--- src/rtl/cpu_types_pkg.sv ---
// ============================================================================
//  Module      : cpu_types_pkg
//  Description : Shared CPU datapath types: words, register numbers, ALU
//                operations and operand-forwarding source selection.
//  Revision    : 1.0 - initial release
// ============================================================================
`default_nettype none

package cpu_types_pkg;

  typedef logic [31:0] word_t;
  typedef logic [4:0]  regbits_t;

  typedef enum logic [3:0] {
    ALU_SLL  = 4'd0,
    ALU_SRL  = 4'd1,
    ALU_ADD  = 4'd2,
    ALU_SUB  = 4'd3,
    ALU_AND  = 4'd4,
    ALU_OR   = 4'd5,
    ALU_XOR  = 4'd6,
    ALU_NOR  = 4'd7,
    ALU_SLT  = 4'd8,
    ALU_SLTU = 4'd9
  } aluop_t;

  typedef enum logic [1:0] {
    FWD_REG = 2'd0,
    FWD_MEM = 2'd1,
    FWD_WB  = 2'd2
  } fwd_sel_t;

  localparam logic [15:0] c_STALL_MAX = 16'hFFFF;

endpackage

`default_nettype wire

--- src/rtl/alu_fwd_mux.sv ---
// ============================================================================
//  Module      : alu_fwd_mux
//  Description : Combinational per-operand bypass select (MEM over WB over RF).
//  Revision    : 1.0 - initial release
// ============================================================================
`default_nettype none

module alu_fwd_mux
  import cpu_types_pkg::*;
(
  input  regbits_t src_reg,
  input  word_t    reg_data,
  input  logic     mem_wen,
  input  regbits_t mem_wsel,
  input  word_t    mem_wdata,
  input  logic     wb_wen,
  input  regbits_t wb_wsel,
  input  word_t    wb_wdata,
  output word_t    fwd_data
);

  fwd_sel_t w_sel;

  // Register 0 is hard-wired zero, so it is never a bypass target.
  always_comb begin
    w_sel = FWD_REG;
    if (src_reg != '0) begin
      if (mem_wen && (mem_wsel == src_reg)) begin
        w_sel = FWD_MEM;
      end else if (wb_wen && (wb_wsel == src_reg)) begin
        w_sel = FWD_WB;
      end
    end
  end

  always_comb begin
    case (w_sel)
      FWD_MEM: fwd_data = mem_wdata;
      FWD_WB:  fwd_data = wb_wdata;
      default: fwd_data = reg_data;
    endcase
  end

endmodule

`default_nettype wire

--- src/rtl/alu_operand_stage.sv ---
// ============================================================================
//  Module      : alu_operand_stage
//  Description : Single-entry ALU operand stage with bypassing, load-use stall
//                detection, flush and a saturating stall counter.
//  Revision    : 1.0 - initial release
// ============================================================================
`default_nettype none

module alu_operand_stage
  import cpu_types_pkg::*;
(
  input  logic        CLK,
  input  logic        RST,
  input  logic        in_valid,
  output logic        in_ready,
  input  aluop_t      in_aluop,
  input  regbits_t    in_rs,
  input  regbits_t    in_rt,
  input  word_t       in_rdata1,
  input  word_t       in_rdata2,
  input  word_t       in_imm,
  input  logic        in_alusrc,
  input  regbits_t    in_wsel,
  input  logic        in_wen,
  input  logic        flush,
  input  logic        mem_wen,
  input  regbits_t    mem_wsel,
  input  word_t       mem_wdata,
  input  logic        mem_load,
  input  logic        wb_wen,
  input  regbits_t    wb_wsel,
  input  word_t       wb_wdata,
  output word_t       port_a,
  output word_t       port_b,
  output aluop_t      ALUOP,
  output logic        out_valid,
  input  logic        out_ready,
  output regbits_t    out_wsel,
  output logic        out_wen,
  output logic [15:0] stall_cnt
);

  logic     r_valid;
  aluop_t   r_aluop;
  regbits_t r_rs;
  regbits_t r_rt;
  word_t    r_rdata1;
  word_t    r_rdata2;
  word_t    r_imm;
  logic     r_alusrc;
  regbits_t r_wsel;
  logic     r_wen;
  logic [15:0] r_stall_cnt;

  word_t w_fwd_a;
  word_t w_fwd_b;
  logic  w_hazard;
  logic  w_out_valid;
  logic  w_in_ready;
  logic  w_load;
  logic  w_depart;

  alu_fwd_mux u_fwd_a (
    .src_reg   (r_rs),
    .reg_data  (r_rdata1),
    .mem_wen   (mem_wen),
    .mem_wsel  (mem_wsel),
    .mem_wdata (mem_wdata),
    .wb_wen    (wb_wen),
    .wb_wsel   (wb_wsel),
    .wb_wdata  (wb_wdata),
    .fwd_data  (w_fwd_a)
  );

  alu_fwd_mux u_fwd_b (
    .src_reg   (r_rt),
    .reg_data  (r_rdata2),
    .mem_wen   (mem_wen),
    .mem_wsel  (mem_wsel),
    .mem_wdata (mem_wdata),
    .wb_wen    (wb_wen),
    .wb_wsel   (wb_wsel),
    .wb_wdata  (wb_wdata),
    .fwd_data  (w_fwd_b)
  );

  // rt only counts as a consumer when the immediate is not selected.
  assign w_hazard = r_valid && mem_wen && mem_load && (mem_wsel != '0) &&
                    ((mem_wsel == r_rs) || (!r_alusrc && (mem_wsel == r_rt)));

  assign w_out_valid = r_valid && !w_hazard;
  assign w_depart    = w_out_valid && out_ready;
  assign w_in_ready  = !r_valid || w_depart;
  assign w_load      = in_valid && w_in_ready;

  always_ff @(posedge CLK or posedge RST) begin
    if (RST) begin
      r_valid  <= 1'b0;
      r_aluop  <= aluop_t'(4'd0);
      r_rs     <= '0;
      r_rt     <= '0;
      r_rdata1 <= '0;
      r_rdata2 <= '0;
      r_imm    <= '0;
      r_alusrc <= 1'b0;
      r_wsel   <= '0;
      r_wen    <= 1'b0;
    end else begin
      if (flush) begin
        r_valid <= 1'b0;
      end else if (w_load) begin
        r_valid  <= 1'b1;
        r_aluop  <= in_aluop;
        r_rs     <= in_rs;
        r_rt     <= in_rt;
        r_rdata1 <= in_rdata1;
        r_rdata2 <= in_rdata2;
        r_imm    <= in_imm;
        r_alusrc <= in_alusrc;
        r_wsel   <= in_wsel;
        r_wen    <= in_wen;
      end else if (w_depart) begin
        r_valid <= 1'b0;
      end
    end
  end

  always_ff @(posedge CLK or posedge RST) begin
    if (RST) begin
      r_stall_cnt <= '0;
    end else if (w_hazard && (r_stall_cnt != c_STALL_MAX)) begin
      r_stall_cnt <= r_stall_cnt + 16'd1;
    end
  end

  assign in_ready  = w_in_ready;
  assign out_valid = w_out_valid;
  assign port_a    = w_fwd_a;
  assign port_b    = r_alusrc ? r_imm : w_fwd_b;
  assign ALUOP     = r_aluop;
  assign out_wsel  = r_wsel;
  assign out_wen   = r_valid && r_wen;
  assign stall_cnt = r_stall_cnt;

endmodule

`default_nettype wire

--- config.mk ---
export PLATFORM = sky130hd
export DESIGN_NAME = alu_operand_stage
export DESIGN_NICKNAME = d
export VERILOG_FILES = /design/src/rtl/cpu_types_pkg.sv /design/src/rtl/alu_fwd_mux.sv /design/src/rtl/alu_operand_stage.sv
export SDC_FILE = /design/constraint.sdc
export NUM_CORES = 1
export LEC_CHECK = 0
export ABC_CLOCK_PERIOD_IN_PS = 14440
export BUFFER_PORTS_ARGS = -buffer_cell sky130_fd_sc_hd__buf_4
export CAP_MARGIN = 20
export CORE_MARGIN = 2
export CORE_UTILIZATION = 30
export DETAILED_ROUTE_END_ITERATION = 6
export GPL_TIMING_DRIVEN = 0
export PLACE_DENSITY_LB_ADDON = 0.08
export SLEW_MARGIN = 20
export SYNTH_ARGS = -nofsm -noshare
export SYNTH_HDL_FRONTEND = slang
export SYNTH_SLANG_ARGS = --single-unit
--- constraint.sdc ---
create_clock -name CLK -period 14.44 [get_ports CLK]
set_input_delay 4.332 -clock CLK [delete_from_list [all_inputs] [get_ports CLK]]
set_output_delay 4.332 -clock CLK [all_outputs]
set_load 0.02 [all_outputs]
==> flow_metrics.env <==
export IMPL_clk_latency_ps=430
export IMPL_rrSetupSlack_ps=12160
export IMPL_placed_cell_area_um2=11800
export IMPL_cts_sinks=134
export IMPL_use_met2_pct=41.2
export IMPL_finalHoldViolCount=0
export IMPL_gr_total_overflow=0
export IMPL_register_area_um2=3350
export IMPL_drive_gt1_share_pct=26.5
export IMPL_synthCells=1123
export IMPL_synth_edf_count=0
export IMPL_async_flop_share_pct=100
export IMPL_worstMarginPinSlew_ps=947
export IMPL_period_minus_slack_ps=11750
export IMPL_utilization_pct=41.9
export IMPL_yosysWarnings=0
export IMPL_synth_top_area_cell="dfrtp_1"
export IMPL_p_leak_nw=5.16
export IMPL_synth_top_area_share_pct=36.7
export IMPL_viasPerCell=5.90
export IMPL_dieArea_um2=31900
export IMPL_wl_per_cell_um=24.0
export IMPL_dr_first_iter_drc_count=1194
export IMPL_num_nets_final=1637
export IMPL_r2r_start="r_valid$_DFFE_PP0P_"
export IMPL_crit_type="input port to primary output"
export IMPL_maxCapViolations=0
export IMPL_min_to="stall_cnt[6]$_DFFE_PP0P_"
export IMPL_drc=0
export IMPL_cts_buffer_depth=2
export IMPL_grtUsageTotal_pct=27.3
export IMPL_synth_ff_type="dfrtp_1"
export IMPL_yosysUniqueCellTypes=36
export IMPL_antenna_cells=0
export IMPL_rr_endpoint="r_wen$_DFFE_PP0P_"
export IMPL_rsz0062_at_grt="no"
export IMPL_cp_max_fo=10
export IMPL_hpwl_mm=32.7
export IMPL_power_density_nw_per_um2=116
export IMPL_syn_area_um2=9150
export IMPL_antenna_found_initial=0
export IMPL_hp_class="register to register"
export IMPL_worstHoldStart="stall_cnt[6]$_DFFE_PP0P_"
export IMPL_r2r_cells=8
export IMPL_syn_num_nets=1327
export IMPL_rows=63
export IMPL_fmax_mhz=85.1
export IMPL_postCtsHoldBufs=0
export IMPL_clockRootBuffer="clkbuf_16"
export IMPL_core_area_um2=29800
export IMPL_areaGrowthSynthToFinish_pct=36.4
export IMPL_finalSetupTns_ps=0
export IMPL_clock_skew_ps=10.1
export IMPL_end_kind="primary output"
export IMPL_tritoncts="built"
export IMPL_clkTransAtPathRegs_ps=60
export IMPL_grt_use_met3_pct=6.65
export IMPL_cts_repair_resize_count=0
export IMPL_dr_pass1_iters=6
export IMPL_place_gp_congestion=0.946
export IMPL_die_width_um=179
export IMPL_fillerInstances=3106
export IMPL_final_area_um2=12500
export IMPL_outcome="finished, final reports clean"
export IMPL_grt_max_degree=81
export IMPL_max_slew_margin_pct=36.9
export IMPL_multi_input_area_um2=5180
export IMPL_start_util_pct=30.7
export IMPL_port_buffers=290
export IMPL_finalCritPeriodShare_pct=81.4
export IMPL_first_global_vias=10500
export IMPL_ys_seq_area_share_pct=36.7
export IMPL_grt_pass1_wl_mm=65.0
export IMPL_synthTopCellsByArea="dfrtp_1, a22oi_1, nand4_1"
export IMPL_cts_setup_buffers=0
export IMPL_drt_wl_total_mm=44.0
export IMPL_synth_avg_cell_area_um2=8.14
export IMPL_io_pins=291
export IMPL_vias=10800
export IMPL_worst_slack_ps=2690
export IMPL_ant_nets=0
export IMPL_h_tree_depth=4
export IMPL_grtUsageMet1_pct=37.5
export IMPL_place_ws_ps=2780
export IMPL_busiest_layer="met2"
export IMPL_hold_depth=1
export IMPL_required_ps=10110
export IMPL_setup_viol=0
export IMPL_worstPathArrival_ps=7420
export IMPL_peakVddDrop_mv=0.0690
export IMPL_die_height_um=179
export IMPL_ys_seq_elements=134
export IMPL_startpoint_type="input port"
export IMPL_slew_viol_final=0
export IMPL_cts_buffers=17
-- metal layers --
layer,vias to the layer above,wire (um)
met1,5292,18600
li1,4902,-
met3,77,3960
met4,0,1590
met5,-,0
met2,554,19900
-- through the flow --
stage | std cells | power (mW) | hold slack, ps
final | 1836 | 1.44 | 505
after CTS | 1836 | 1.45 | 509
after global placement | 1803 | 0.955 | 497
after floorplan | 1123 | 0.729 | 482
after global routing | 1836 | 1.51 | 534
after detailed placement | 1804 | 0.960 | 484
-- cells in the mapped netlist, types with 3 or more instances --
master      n
a22oi_1   163
o21ai_0    65
buf_2      43
nor2_1     43
inv_1       7
o211ai_1   99
buf_4      14
nand4_1   126
clkbuf_1   62
and2_1      3
nor3_1      3
a22o_1     18
dfrtp_1   134
and3_1      6
or3b_1     18
xnor2_1    31
buf_1       8
ha_1        5
nand3_1    13
nand2_1   187
a21oi_1    51
mux2_1      3
nand2b_1    3
-- power breakdown --
| part | internal (mW) | switching (mW) |
|---|---|---|
| logic | 0.191 | 0.274 |
| registers | 0.433 | 0.0610 |
| clock network | 0.299 | 0.186 |
| total | 0.923 | 0.520 |
-- kinds of logic (layout without fill, tap and decap cells) --
| kind of cell | Yosys count | count (layout) | synth area share (%) |
|---|---|---|---|
| AO/OA/AOI/OAI | 400 | 400 | 30.1 |
| buffers and inverters | 134 | 457 | 6.66 |
| XOR/XNOR | 33 | 33 | 3.16 |
| flip-flops | 134 | 134 | 36.7 |
| adder cells (fa/ha/maj) | 5 | 5 | 0.684 |
| multiplexers | 3 | 3 | 0.369 |
| AND/OR/NAND/NOR | 414 | 414 | 22.4 |
-- flip-flops by register name, summed over array words and instances (netlist names) --
name	count
r_rt	5
out_wsel	5
r_imm	32
r_alusrc	1
r_valid	1
r_rs	5
stall_cnt	16
r_rdata1	32
r_rdata2	32
r_wen	1
ALUOP	4
-- worst max-delay path, cell delays in order --
cell and delay, ps:
buf_4 120, xnor2_1 150, nand4_1 110, nor4_1 440, nand2_1 120, ha_1 290
clkbuf_1 350, clkbuf_1 520, a21oi_1 170, o21ai_0 560, buf_4 260
-- cells in the final DEF, fill, tap and decap left out, drive strengths merged, types with 4 or more instances in the layout --
cell type	synthesis	layout
a21oi	51	51
a22oi	163	163
dfrtp	134	134
clkinv	0	5
bufinv	0	4
xnor2	31	31
clkbuf	62	83
ha	5	5
buf	65	356
inv	7	8
nand4	126	126
o211ai	99	99
and3	6	6
nand3	13	13
a22o	18	18
nand2	187	187
o21ai	65	65
or3b	18	18
nor2	45	45
-- final cells by class --
cell class / count / share of cell area, %
Multi-Input combinational cell: 855 / 41.5
Sequential cell: 134 / 26.9
Timing Repair Buffer: 291 / 17.7
Buffer: 127 / 4.67
Tap cell: 390 / 3.91
Clock buffer: 21 / 3.69
Clock inverter: 11 / 1.38
Inverter: 7 / 0.271
-- worst max path at each step --
stage                 from          to  slack [ps]
2_1_floorplan  mem_wsel[4]  port_b[24]        3740
3_3_place_gp    wb_wsel[4]  port_b[22]        2800
3_5_place_dp    wb_wsel[4]  port_b[22]        2780
4_1_cts         wb_wsel[4]  port_b[22]        2750
5_1_grt         wb_wsel[0]  port_b[22]        2450
6_report        wb_wsel[4]  port_b[22]        2690
No activity file was read; power rests on OpenSTA's default activity.
